===== config.mk =====
export PLATFORM = sky130hd
export DESIGN_NAME = im_fetch_buffer
export DESIGN_NICKNAME = d
export VERILOG_FILES = /design/src/rtl/fetch_pkg.sv /design/src/rtl/fetch_fifo.sv /design/src/rtl/im_fetch_buffer.sv
export SDC_FILE = /design/constraint.sdc
export NUM_CORES = 1
export LEC_CHECK = 0
export BUFFER_PORTS_ARGS = -buffer_cell sky130_fd_sc_hd__buf_2
export CAP_MARGIN = 30
export CORE_ASPECT_RATIO = 0.6
export CORE_MARGIN = 4
export CORE_UTILIZATION = 55
export CTS_BUF_LIST = sky130_fd_sc_hd__clkbuf_8
export DETAILED_ROUTE_END_ITERATION = 6
export PLACE_DENSITY = 0.77
export SETUP_SLACK_MARGIN = 0.15
export SLEW_MARGIN = 20
export SYNTH_ARGS = -nofsm -noshare
export SYNTH_HDL_FRONTEND = slang
export SYNTH_SLANG_ARGS = --single-unit

===== constraint.sdc =====
create_clock -name i_clk -period 3.8 [get_ports i_clk]
set_clock_uncertainty 0.05 [all_clocks]
set_input_delay 1.14 -clock i_clk [delete_from_list [all_inputs] [get_ports i_clk]]
set_output_delay 1.14 -clock i_clk [all_outputs]
set_load 0.01 [all_outputs]

===== src/rtl/fetch_pkg.sv =====
// Shared types and constants for the instruction prefetch buffer.
//   IM_ADDR_W     : width of the IM SRAM word address
//   IM_WEB_READ   : byte write enables (active-low) for a pure read
//   fetch_entry_t : one buffered instruction with its PC
package fetch_pkg;

    localparam int unsigned IM_ADDR_W   = 14;
    localparam logic [3:0]  IM_WEB_READ = 4'hF;

    typedef struct packed {
        logic [31:0] pc;
        logic [31:0] inst;
    } fetch_entry_t;

endpackage


===== src/rtl/fetch_fifo.sv =====
// Synchronous FIFO of fetch entries.
// Ports:
//   i_clk, i_rst_n : clock, asynchronous active-low reset
//   i_push, i_data : write an entry (dropped when full and not popping)
//   i_pop          : remove the head entry (ignored when empty)
//   i_flush        : empty the FIFO; wins over push and pop
//   o_head         : head entry, all zero while empty
//   o_full, o_empty, o_count : occupancy
module fetch_fifo
    import fetch_pkg::*;
#(
    parameter int unsigned DEPTH = 4
) (
    input  logic                     i_clk,
    input  logic                     i_rst_n,
    input  logic                     i_push,
    input  fetch_entry_t             i_data,
    input  logic                     i_pop,
    input  logic                     i_flush,
    output fetch_entry_t             o_head,
    output logic                     o_full,
    output logic                     o_empty,
    output logic [$clog2(DEPTH):0]   o_count
);

    localparam int unsigned PTR_W = $clog2(DEPTH);
    localparam int unsigned CNT_W = PTR_W + 1;

    fetch_entry_t     r_mem [DEPTH];
    logic [PTR_W-1:0] r_wr_ptr;
    logic [PTR_W-1:0] r_rd_ptr;
    logic [CNT_W-1:0] r_count;

    logic w_do_push;
    logic w_do_pop;

    assign o_full    = (r_count == CNT_W'(DEPTH));
    assign o_empty   = (r_count == '0);
    assign o_count   = r_count;
    // Gate the head so stale storage never shows while empty.
    assign o_head    = o_empty ? '0 : r_mem[r_rd_ptr];

    assign w_do_pop  = i_pop & ~o_empty & ~i_flush;
    assign w_do_push = i_push & ~i_flush & (~o_full | w_do_pop);

    always_ff @(posedge i_clk or negedge i_rst_n) begin
        if (!i_rst_n) begin
            r_wr_ptr <= '0;
            r_rd_ptr <= '0;
            r_count  <= '0;
        end else if (i_flush) begin
            r_wr_ptr <= '0;
            r_rd_ptr <= '0;
            r_count  <= '0;
        end else begin
            if (w_do_push) r_wr_ptr <= r_wr_ptr + PTR_W'(1);
            if (w_do_pop)  r_rd_ptr <= r_rd_ptr + PTR_W'(1);
            case ({w_do_push, w_do_pop})
                2'b10:   r_count <= r_count + CNT_W'(1);
                2'b01:   r_count <= r_count - CNT_W'(1);
                default: r_count <= r_count;
            endcase
        end
    end

    // Storage needs no reset: the head is masked while empty.
    always_ff @(posedge i_clk) begin
        if (w_do_push) r_mem[r_wr_ptr] <= i_data;
    end

endmodule


===== src/rtl/im_fetch_buffer.sv =====
// Instruction prefetch stage between the CPU fetch port and the IM SRAM.
// Issues sequential word reads, absorbs the one-cycle SRAM latency and
// buffers {pc, inst} pairs for the CPU.
// Ports:
//   i_clk, i_rst_n                    : clock, asynchronous active-low reset
//   i_redirect_valid, i_redirect_pc   : flush and restart fetch
//   o_inst_valid/data/pc, i_inst_ready: CPU-side valid/ready handshake
//   o_im_cs/oe/web/addr/din, i_im_dout: IM SRAM read port
module im_fetch_buffer
    import fetch_pkg::*;
#(
    parameter int unsigned DEPTH    = 4,
    parameter logic [31:0] RESET_PC = 32'h0000_0000
) (
    input  logic                 i_clk,
    input  logic                 i_rst_n,
    input  logic                 i_redirect_valid,
    input  logic [31:0]          i_redirect_pc,
    output logic                 o_inst_valid,
    output logic [31:0]          o_inst_data,
    output logic [31:0]          o_inst_pc,
    input  logic                 i_inst_ready,
    output logic                 o_im_cs,
    output logic                 o_im_oe,
    output logic [3:0]           o_im_web,
    output logic [IM_ADDR_W-1:0] o_im_addr,
    output logic [31:0]          o_im_din,
    input  logic [31:0]          i_im_dout
);

    localparam int unsigned CNT_W = $clog2(DEPTH) + 1;

    logic [31:0] r_fetch_pc;
    logic [31:0] r_issue_pc;   // PC of the read whose data is on i_im_dout
    logic        r_pend;
    logic        r_kill;

    logic [CNT_W-1:0] w_count;
    logic [CNT_W:0]   w_inflight;
    logic             w_full;
    logic             w_empty;
    logic             w_issue_ok;
    logic             w_push;
    logic             w_pop;
    fetch_entry_t     w_head;
    fetch_entry_t     w_resp;
    logic             w_unused;

    // Alignment bits of the redirect target are dropped by design.
    assign w_unused = ^i_redirect_pc[1:0];

    // Credit counts buffered plus in-flight entries; a same-cycle pop is not credited.
    assign w_inflight = {1'b0, w_count} + (CNT_W + 1)'(r_pend);
    assign w_issue_ok = ~i_redirect_valid & (w_inflight < (CNT_W + 1)'(DEPTH));

    // Reset only gates the outputs; the flops are held by the async reset.
    assign o_im_cs   = w_issue_ok & i_rst_n;
    assign o_im_oe   = o_im_cs;
    assign o_im_web  = IM_WEB_READ;
    assign o_im_addr = i_rst_n ? r_fetch_pc[IM_ADDR_W+1:2] : '0;
    assign o_im_din  = '0;

    assign w_resp = '{pc: r_issue_pc, inst: i_im_dout};
    // Credit guarantees room whenever a response lands.
    assign w_push = r_pend & ~r_kill & ~w_full;
    assign w_pop  = o_inst_valid & i_inst_ready;

    assign o_inst_valid = ~w_empty;
    assign o_inst_data  = w_head.inst;
    assign o_inst_pc    = w_head.pc;

    always_ff @(posedge i_clk or negedge i_rst_n) begin
        if (!i_rst_n) begin
            r_fetch_pc <= RESET_PC;
            r_issue_pc <= '0;
            r_pend     <= 1'b0;
            r_kill     <= 1'b0;
        end else begin
            r_pend <= w_issue_ok;
            r_kill <= i_redirect_valid;
            if (i_redirect_valid) begin
                r_fetch_pc <= {i_redirect_pc[31:2], 2'b00};
            end else if (w_issue_ok) begin
                r_fetch_pc <= r_fetch_pc + 32'd4;
                r_issue_pc <= r_fetch_pc;
            end
        end
    end

    fetch_fifo #(
        .DEPTH (DEPTH)
    ) u_fifo (
        .i_clk   (i_clk),
        .i_rst_n (i_rst_n),
        .i_push  (w_push),
        .i_data  (w_resp),
        .i_pop   (w_pop),
        .i_flush (i_redirect_valid),
        .o_head  (w_head),
        .o_full  (w_full),
        .o_empty (w_empty),
        .o_count (w_count)
    );

endmodule


# Word level (Yosys, flattened, before mapping)
# Memory sizes are Yosys's and may differ from the RTL's.
# Cells that the tools add are included.
# op_classes
order_cmp,1
mux,12
n_bitwise,14
add_sub_neg,6
n_eq_ne,3
reduce_logical,6
# ops
cell,count
$mux 32,2
$mux 64,1
$add 32x3->32 const B,1
$mux 14,1
$and 1x1->1,9
$mux 2,4
$pmux 3 s2,1
$reduce_bool 2->1,3
$add 2x1->2 const B,2
$add 3x1->4,1
$lt 4x3->1 const B,1
$not 1->1,4
$add 3x1->3 const B,1
$eq 3x3->1 const B,1
$logic_not 3->1,1
$mux 3,1
$reduce_bool 3->1,1
$sub 3x1->3 const B,1
$eq 2x1->1 const B,1
$eq 2x2->1 const B,1
$mux 1,2
$reduce_and 2->1,1
$or 1x1->1,1
# word_totals
word_cells,50
output_inout_bits,117
mem_bits_rw,256
memories,1
in_bits,68
register_bits,73
# mem_list
memory,words,word_bits,read_ports,rd_ports_with_merged_regs,write_ports,line_no,text
u_fifo.r_mem,4,64,1,0,1,fetch_fifo.sv:29,fetch_entry_t r_mem [DEPTH];

# Logic depth before layout (Yosys ltp)
# Gate-level depths: netlist (run 1).
# logic_depth
ltp_word,10
mapped_depth,7
ltp_nobuf,7

# By module
# Synthesis (run 1) repeated with hierarchy kept, for this count alone.
# hier_totals
hier_cells,800
hier_area_um2,13573.0
# by_module_without_submodules
mod,cells_per_inst,seq_area_each_um2,instances,area_each_um2
fetch_fifo,468,7862.5,1,10216.0
im_fetch_buffer,332,1551.5,1,3357.0

# Least setup slack after synthesis (run 1)
# Ideal clock, no wire load.
# synth_path
kind,input to register
from,input port i_redirect_valid
to,memory u_fifo.r_mem[2][0] (netlist bit) (enable)
path_buffers,0
stages,3
t_required_ps,3324
arrival_time_ps,3332
setup_time_ps,426
setup_slack_ps,-9
cell_sequence,or3b_1 -> nor2_1 -> and2_1
# synth_between
elab_chain_cells,6
elab_cells_between_ends,7
# synth_lines
item,line_no,text
"start, declared",im_fetch_buffer.sv:17,"input logic i_redirect_valid,"
$not 1->1 (no source line) *,n/a,
$and 1x1->1,fetch_fifo.sv:43,assign w_do_pop = i_pop & ~o_empty & ~i_flush;
$or 1x1->1,fetch_fifo.sv:44,assign w_do_push = i_push & ~i_flush & (~o_full | w_do_pop);
$and 1x1->1 *,fetch_fifo.sv:44,
$mux 1 *,fetch_fifo.sv:68,if (w_do_push) r_mem[r_wr_ptr] <= i_data;
$mux 1 (not written as such) *,fetch_fifo.sv:68,
"end, declared",fetch_fifo.sv:29,
# Every way passes the cells marked *; elsewhere a longest branch is shown, timed or not.

# Worst setup path after layout (run 1)
# layout_path
from,register u_fifo.r_rd_ptr[0]
to,output port o_inst_pc[10]
# layout_between
elab_chain_cells,2
# layout_lines
item,line_no,text
"start, declared",fetch_fifo.sv:31,logic [PTR_W-1:0] r_rd_ptr;
"start signal, assigned",fetch_fifo.sv:57,if (w_do_pop) r_rd_ptr <= r_rd_ptr + PTR_W'(1);
$mem_v2 4x64,n/a,
$mux 64,fetch_fifo.sv:41,assign o_head = o_empty ? '0 : r_mem[r_rd_ptr];
"end, declared",im_fetch_buffer.sv:21,"output logic [31:0] o_inst_pc,"
# Every way passes these cells.

==> out/results.ini, run 1 <==
[place]
dp_hpwl_um=17100
io_buffers=144
gp_congestion=0.809
dpl_cell_area_um2=14200
dpl_worst_slack_ns=0.591

[yosys]
yosysWarnings=0
synthFlopType=edfxtp_1
netlist.area_leader.share_pct=56.5
yosys.area.top_type=edfxtp_1
postSynthCellCount=768
ys_seq_area_share_pct=69.6
netlist_top_cells_area=edfxtp_1, dfrtp_1, mux4_2, and2_1, mux2_2
syn-cell-area_um2=13200
ys_ff_latch=317
synth_edf_count=248
synth_cell_types=48
syn_avg_cell_area_um2=17.2
synthArstFlopShare_pct=21.8

[floorplan]
die_h_um=128
ios=185
die_area_um2=26600
rows=43
coreArea_um2=23300
die_w_um=208
initial_core_util_pct=56.4

[global_route]
track_usage_pct=20.5
grt_pass1_wl_um=42200
use_met1_pct=31.1
use_met2_pct=31.1
grt_max_degree=41
use_met3_pct=4.21
grt-busiest-layer=met1
gr-total-overflow=0
grt_pass1_vias=7427
antenna_found_initial=0

[worst_setup_path]
startpoint_type=flip-flop
end_kind=output port
worst-path-max-fanout=28
critPathRequiredTime_ns=2.61
worstPathArrival_ns=2.30
critical_path_class=reg2out

[status]
status=finished clean

[clocking]
cts_tree=done
cts-buffers-inserted=46
clock_latency_ns=0.56
clk_pin_slew_worst_paths_ns=0.07
cts-root-buf=clkbuf_8
cts_sinks=317
clockBufferDepth=3
postCtsSetupBuffers=0
htreeDepth=2

[final_layout]
fillers=1670
n_antenna_cell=0
synthToLayoutAreaGrowth_pct=14.4
final_cell_area_um2=15100
drive_gt1_share_pct=33.5
fin_nets=1013
multi_input_comb_area_um2=3660
final-seq-area_um2=9180

[detailed_routing]
vias=7144
drc=0
ant_nets=0
drtIter0Drc=620
firstDrtPassIters=4
routed_wl_um=27100
viasPerCell=5.54
routedWlPerCell_um=21.0

[sta]
finalSetupTns_ns=0
finalHoldViolCount=0
worst_slack_ns=0.313
setup_violations=0
tightest_slew_ns=0.643
rsz0062_at_grt=no
relSlewSlack_pct=57.1
period_share_pct=91.8
max_freq_mhz=287
final_max_slew_viol_count=0
fin_crit_ns=3.49

[power]
p_leak_nw=5.58
powerDensity_nw_per_um2=623
ir_drop_mv=0.419

[min_path]
min_path_type=in2async

[flow_run]
maxCapViolations=0

==> repair_timing <==
action,CTS,global route
gates resized for setup,2,0
hold buffers,0,0
setup endpoints to repair,17,0
==> power breakdown <==
group          switching, mW  total (mW)  internal [mW]
Combinational           1.21        2.38           1.17
Sequential             0.295        4.47           4.17
Clock                   1.22        2.54           1.31
Total                   2.73        9.39           6.66
==> routing by layer <==
layer	up-vias	wire, um
li1	3246	-
met1	3655	12600
met2	209	12600
met3	34	1560
met4	0	411
met5	-	0
==> registers in the layout, indices dropped and copies added (netlist names) <==
| signal | count |
|---|---|
| u_fifo.o_count | 3 |
| r_issue_pc | 30 |
| r_kill | 1 |
| u_fifo.r_wr_ptr | 2 |
| r_fetch_pc | 30 |
| u_fifo.r_rd_ptr | 2 |
| u_fifo.r_mem | 248 |
| r_pend | 1 |
==> worst max-delay path: stages (launching register included) <==
cell,delay [ns]
dfrtp_4,0.44
buf_6,0.38
mux4_2,0.60
and2_1,0.17
buf_2,0.13
==> cell usage after synthesis, drive strengths merged (2+ instances only) <==
| cell | number |
|---|---|
| edfxtp | 248 |
| and2 | 83 |
| dfrtp | 69 |
| mux4 | 62 |
| buf | 55 |
| mux2 | 32 |
| nand2 | 26 |
| clkbuf | 24 |
| nor2 | 21 |
| a31oi | 17 |
| o21ai | 17 |
| nand3 | 14 |
| or4 | 13 |
| nand4 | 11 |
| o31ai | 11 |
| xor2 | 9 |
| and3 | 8 |
| and4 | 5 |
| ha | 5 |
| inv | 5 |
| or3 | 5 |
| nor3 | 3 |
| o211ai | 3 |
| a21oi | 2 |
| conb | 2 |
| mux2i | 2 |
| nor3b | 2 |
| or3b | 2 |
| xnor2 | 2 |
==> stage by stage <==
stage / power [mW] / cells / utilization (%) / hold slack [ns]
5_1_grt: 9.90 / 1290 / 64.6 / 0.473
3_5_place_dp: 6.96 / 1206 / 60.9 / 0.459
2_1_floorplan: 6.04 / 804 / - / 0.422
6_report: 9.39 / 1290 / 64.6 / 0.472
4_1_cts: 9.52 / 1290 / 64.6 / 0.440
3_3_place_gp: 6.88 / 1205 / 60.8 / 0.451
==> cells in the final DEF, fill, tap and decap left out, types with 26 or more instances in the layout <==
| cell type | count |
|---|---|
| and2_1 | 78 |
| mux4_2 | 62 |
| nand2_1 | 26 |
| mux2_2 | 32 |
| clkbuf_8 | 52 |
| inv_1 | 29 |
| dfrtp_1 | 67 |
| edfxtp_1 | 248 |
| conb_1 | 38 |
| buf_2 | 143 |
==> final timing paths <==
| kind | end | slack (ns) | start | cells after the start |
|---|---|---|---|---|
| hold / removal | r_fetch_pc[13] | 0.47 | i_rst_n | 1 |
| hold reg to reg | u_fifo.r_mem[1][59] | 0.47 | r_issue_pc[27] | 0 |
| setup / recovery | o_inst_pc[10] | 0.31 | u_fifo.r_rd_ptr[0] | 4 |
| max in group asynchronous | u_fifo.r_rd_ptr[0] | 2.58 | i_rst_n | 2 |
| min in group i_clk | u_fifo.r_mem[1][59] | 0.47 | r_issue_pc[27] | 0 |
| setup reg to reg | r_fetch_pc[26] | 1.37 | u_fifo.o_count[1] | 4 |
==> cells by family (layout without fill, tap and decap cells) <==
family / Yosys count / count (layout) / synth area share [%]
AO/OA/AOI/OAI: 54 / 54 / 2.70
other: 2 / 38 / 0.0570
AND/OR/NAND/NOR: 198 / 198 / 9.03
flip-flops: 317 / 317 / 69.6
multiplexers: 96 / 96 / 13.5
XOR/XNOR: 11 / 11 / 0.731
buffers and inverters: 84 / 255 / 3.75
adder cells (fa/ha/maj): 6 / 6 / 0.627
==> cell type report <==
type	instances	area share, %
Timing Repair Buffer	166	6.41
Multi-Input combinational cell	403	24.3
Inverter	5	0.124
Tap cell	315	2.61
Clock buffer	52	4.75
Sequential cell	317	60.9
Clock inverter	32	0.971
Power figures use the tool's default switching activity.
==> run 2: changes to the inputs <==
--- a/config.mk
+++ b/config.mk
@@ -9,10 +9,10 @@
 export CAP_MARGIN = 30
 export CORE_ASPECT_RATIO = 0.6
 export CORE_MARGIN = 4
-export CORE_UTILIZATION = 55
+export CORE_UTILIZATION = 59
 export CTS_BUF_LIST = sky130_fd_sc_hd__clkbuf_8
 export DETAILED_ROUTE_END_ITERATION = 6
-export PLACE_DENSITY = 0.77
+export PLACE_DENSITY = 0.82
 export SETUP_SLACK_MARGIN = 0.15
 export SLEW_MARGIN = 20
 export SYNTH_ARGS = -nofsm -noshare
==> out/results.ini, run 2 (same netlist as run 1, synthesis figures left out) <==
[worst_setup_path]
critPathRequiredTime_ns=2.61  ; about the same
startpoint_type=flip-flop  ; unchanged
worst-path-max-fanout=28  ; unchanged
r2r_setup_slack_ns=1.24  ; was 1.37 ns
end_kind=output port  ; unchanged
worstPathArrival_ns=2.32  ; was 2.30 ns
critical_path_class=reg2out  ; unchanged

[floorplan]
die_area_um2=24900  ; was 26600 um^2
ios=185  ; unchanged
rows=42  ; was 43
coreArea_um2=22000  ; was 23300 um^2
die_h_um=124  ; was 128 um
die_w_um=201  ; was 208 um
initial_core_util_pct=59.8  ; was 56.4%

[final_layout]
fin_nets=1012  ; was 1013
utilization_pct=68.7  ; was 64.6%
final_cell_area_um2=15100  ; about the same
final_cell_mix=edfxtp_1, buf_2, and2_1  ; unchanged
largest_register=u_fifo.r_mem  ; unchanged
largest_register_ffs=248  ; unchanged
layout_commonest_cell=edfxtp_1  ; unchanged
fin_cells=1259  ; was 1290
synthToLayoutAreaGrowth_pct=14.8  ; was 14.4%
final-seq-area_um2=9180  ; unchanged
fillers=1491  ; was 1670
drive_gt1_share_pct=34.3  ; was 33.5%
n_antenna_cell=0  ; unchanged
largest_registers=u_fifo.r_mem (248), r_fetch_pc (30), r_issue_pc (30)  ; unchanged
multi_input_comb_area_um2=3660  ; unchanged

[flow_run]
maxCapViolations=0  ; unchanged

[global_route]
track_usage_pct=22.4  ; was 20.5%
grt_pass1_wl_um=42700  ; was 42200 um
grt_max_degree=54  ; was 41
grt_pass1_vias=7398  ; was 7427
gr-total-overflow=0  ; unchanged
antenna_found_initial=0  ; unchanged

[clocking]
clk_pin_slew_worst_paths_ns=0.07  ; about the same
clock_latency_ns=0.58  ; was 0.56 ns
postCtsSetupBuffers=0  ; unchanged
cts-buffers-inserted=45  ; was 46
htreeDepth=2  ; unchanged
cts-root-buf=clkbuf_8  ; unchanged
clockBufferDepth=3  ; unchanged
cts_sinks=317  ; unchanged
cts_tree=done  ; unchanged

[sta]
rsz0062_at_grt=no  ; unchanged
final_max_slew_viol_count=0  ; unchanged
setup_violations=0  ; unchanged
worst_slack_ns=0.294  ; was 0.313 ns
max_freq_mhz=285  ; was 287 MHz
whs_ns=0.455  ; was 0.472 ns
relSlewSlack_pct=56.6  ; was 57.1%
fin_crit_ns=3.51  ; was 3.49 ns
period_share_pct=92.3  ; was 91.8%
tightest_slew_ns=0.651  ; was 0.643 ns
finalHoldViolCount=0  ; unchanged
finalSetupTns_ns=0  ; unchanged

[detailed_routing]
routedWlPerCell_um=21.8  ; was 21.0 um
firstDrtPassIters=5  ; was 4
ant_nets=0  ; unchanged
routed_wl_um=27400  ; was 27100 um
drc=0  ; unchanged
drtIter0Drc=557  ; was 620
viasPerCell=5.77  ; was 5.54
vias=7267  ; was 7144

[power]
p_leak_nw=5.57  ; was 5.58 nW
powerDensity_nw_per_um2=629  ; was 623 nW/um^2
finalPower_mw=9.51  ; was 9.39 mW
ir_drop_mv=0.458  ; was 0.419 mV

[place]
dpl_worst_slack_ns=0.667  ; was 0.591 ns
gp_congestion=0.786  ; was 0.809
place_inst=1177  ; was 1206
dpl_cell_area_um2=14200  ; about the same
dp_hpwl_um=17300  ; was 17100 um
io_buffers=144  ; unchanged

[min_path]
min_path_type=in2async  ; unchanged

[status]
status=finished clean  ; unchanged

-- run 2: cell count changes in the layout (fill, tap and decap cells not counted), sizes merged --
cell / delta
inv: -10
clkinv: +10
bufinv: +2
clkbuf: -4
-- run 2: path summary, 6_finish.rpt --
check	end	cells after the start	from
max	o_inst_data[3]	4	u_fifo.r_rd_ptr[1]
min	u_fifo.r_wr_ptr[1]	1	i_rst_n
max reg2reg	r_fetch_pc[26]	4	u_fifo.o_count[0]
min reg2reg	u_fifo.r_mem[0][43]	0	r_issue_pc[11]
max in group asynchronous	r_issue_pc[22]	2	i_rst_n
min in group i_clk	u_fifo.r_mem[0][43]	0	r_issue_pc[11]
-- run 2: report_power, final --
group / internal [mW] / switching, mW
registers: 4.17 / 0.308
logic: 1.16 / 1.21
clock network: 1.38 / 1.28
total: 6.72 / 2.79
-- run 2: per-layer routing --
metal	global-route usage [%]	up-vias	part of all wire, %
li1	-	3244	-
met1	34.3	3699	46
met2	33.2	288	46
met3	4.63	36	6.9
met4	6.87	0	1.6
met5	0	-	0
-- run 2: area by class of cell --
class	count	share of cell area [%]
clock buffers	48	4.37
clock inverters	34	1.51
inverters	5	0.124
multi-input cells	403	24.2
flip-flops and latches	317	60.7
well taps	286	2.37
repair buffers	166	6.78
-- run 2: worst max-delay path, cell delays in order (launching register included) --
cell	delay [ns]
dfrtp_2	0.79
buf_12	0.29
mux4_2	0.32
and2_1	0.19
buf_2	0.14
-- run 2: what timing repair did --
action                                  in CTS  in global routing
hold buffers                                 0                  0
endpoints found under the setup margin       0                 14
gates resized for setup                      0                  1
==> run 3: changes to the inputs <==
==> constraint.sdc (replaced) <==
create_clock -name i_clk -period 3.8 [get_ports i_clk]
set_clock_uncertainty 0.05 [all_clocks]
set_input_delay 0.19 -clock i_clk [delete_from_list [all_inputs] [get_ports i_clk]]
set_output_delay 0.19 -clock i_clk [all_outputs]
set_load 0.01 [all_outputs]
==> out/results.ini, run 3 (same netlist as run 1, synthesis figures left out) <==
[worst_setup_path]
critical_path_class=reg2out  ; unchanged
worstPathArrival_ns=2.60  ; was 2.32 ns
startpoint_type=flip-flop  ; unchanged
r2r_setup_slack_ns=1.24  ; about the same
slowest_stage=dfrtp_4  ; was dfrtp_2
end_kind=output port  ; unchanged
slowest_delay_ns=0.77  ; was 0.79 ns
critPathRequiredTime_ns=3.56  ; was 2.61 ns
worst-path-max-fanout=25  ; was 28
reg2regPathDepth=7  ; was 4
worstPathCellList=buf_4 > mux4_2 > and2_1 > buf_2  ; was buf_12 > mux4_2 > and2_1 > buf_2

[final_layout]
largest_registers=u_fifo.r_mem (248), r_fetch_pc (30), r_issue_pc (30)  ; unchanged
fillers=1426  ; was 1491
multi_input_comb_area_um2=3650  ; was 3660 um^2
largest_register_ffs=248  ; unchanged
drive_gt1_share_pct=31.2  ; was 34.3%
synthToLayoutAreaGrowth_pct=18.3  ; was 14.8%
layout_commonest_cell=edfxtp_1  ; unchanged
largest_register=u_fifo.r_mem  ; unchanged
fin_nets=1066  ; was 1012
final-seq-area_um2=9180  ; unchanged
final_cell_mix=edfxtp_1, buf_2, and2_1  ; unchanged

[detailed_routing]
firstDrtPassIters=5  ; unchanged
viasPerCell=5.62  ; was 5.77
routedWlPerCell_um=20.9  ; was 21.8 um
drtIter0Drc=547  ; was 557
drc=0  ; unchanged
vias=7392  ; was 7267
ant_nets=0  ; unchanged
routed_wl_um=27400  ; about the same

[sta]
max_freq_mhz=352  ; was 285 MHz
final_max_slew_viol_count=0  ; unchanged
setup_violations=0  ; unchanged
rsz0062_at_grt=no  ; unchanged
fin_crit_ns=2.84  ; was 3.51 ns
tightest_slew_ns=0.791  ; was 0.651 ns
finalHoldViolCount=0  ; unchanged
finalSetupTns_ns=0  ; unchanged
relSlewSlack_pct=47.3  ; was 56.6%
period_share_pct=74.7  ; was 92.3%

[clocking]
clockBufferDepth=3  ; unchanged
clock_latency_ns=0.55  ; was 0.58 ns
cts-buffers-inserted=44  ; was 45
htreeDepth=2  ; unchanged
clk_pin_slew_worst_paths_ns=0.06  ; was 0.07 ns
postCtsSetupBuffers=0  ; unchanged
cts_sinks=317  ; unchanged
cts-root-buf=clkbuf_8  ; unchanged
cts_resized=0  ; unchanged
cts_tree=done  ; unchanged

[power]
p_leak_nw=5.75  ; was 5.57 nW
powerDensity_nw_per_um2=604  ; was 629 nW/um^2
finalPower_mw=9.41  ; was 9.51 mW
ir_drop_mv=0.447  ; was 0.458 mV

[floorplan]
initial_core_util_pct=59.8  ; unchanged
rows=42  ; unchanged
coreArea_um2=22000  ; unchanged
die_h_um=124  ; unchanged
die_w_um=201  ; unchanged
ios=185  ; unchanged
die_area_um2=24900  ; unchanged

[global_route]
grt_max_degree=55  ; was 54
grt_pass1_vias=7641  ; was 7398
antenna_found_initial=0  ; unchanged
grt_pass1_wl_um=42700  ; about the same
track_usage_pct=22.3  ; was 22.4%
gr-total-overflow=0  ; unchanged

[status]
status=finished clean  ; unchanged

[min_path]
min_path_type=in2reg  ; was in2async
hold_depth=2

[place]
gp_congestion=0.803  ; was 0.786
io_buffers=144  ; unchanged
dp_hpwl_um=16800  ; was 17300 um

[flow_run]
maxCapViolations=0  ; unchanged

[run 3: power by group]
part           switching [mW]  internal, mW
sequential              0.373          4.17
clock                    1.24          1.30
combinational            1.17          1.16
total                    2.78          6.63
[run 3: routing by layer]
layer / global-route usage, % / part of all wire (%) / up-vias
met5: 0 / 0 / -
met2: 34.3 / 47 / 265
met1: 32.8 / 44 / 3726
li1: - / - / 3362
met4: 5.24 / 1.4 / 0
met3: 5.88 / 7.3 / 39
[run 3: through the flow]
step	hold WS, ns	area, um^2	setup slack (ns)	cells	utilization (%)
after floorplan	-0.156	13300	0.773	804	-
after global placement	0.199	14100	1.30	1169	64.0
after detailed placement	0.199	14100	1.28	1169	64.0
after CTS	0.0253	15600	0.871	1314	70.8
after global routing	0.0429	15600	0.770	1314	70.8
final	0.0602	15600	0.961	1315	70.8
[run 3: critical path, delay by kind of cell, from the launching register on]
| family | cells | cell delay, ns |
|---|---|---|
| DFF | 1 | 0.77 |
| buffers and inverters | 2 | 0.55 |
| muxes | 1 | 0.53 |
| and+or+nand+nor | 1 | 0.20 |
[run 3: repair_timing]
item                                    in CTS  in global routing
endpoints found under the hold margin      196                  0
endpoints found under the setup margin       0                  0
hold buffers                                63                  0
[run 3: final timing paths]
| check | start | endpoint |
|---|---|---|
| worst max-delay path | u_fifo.r_rd_ptr[0] | o_inst_data[28] |
| worst min-delay path | i_redirect_valid | r_kill |
| worst max register to register | r_pend | u_fifo.o_count[2] |
| worst min register to register | r_issue_pc[3] | u_fifo.r_mem[3][35] |
| max in group asynchronous | i_rst_n | r_issue_pc[28] |
| min in group asynchronous | i_rst_n | r_issue_pc[9] |
[run 3: area by class of cell]
cell class,instances,share of cell area [%]
Sequential cell,317,58.9
Inverter,5,0.120
Timing Repair Buffer,221,9.76
Clock buffer,48,4.24
Multi-Input combinational cell,403,23.4
Clock inverter,34,1.23
Tap cell,286,2.30
Antenna cell,1,0.0161
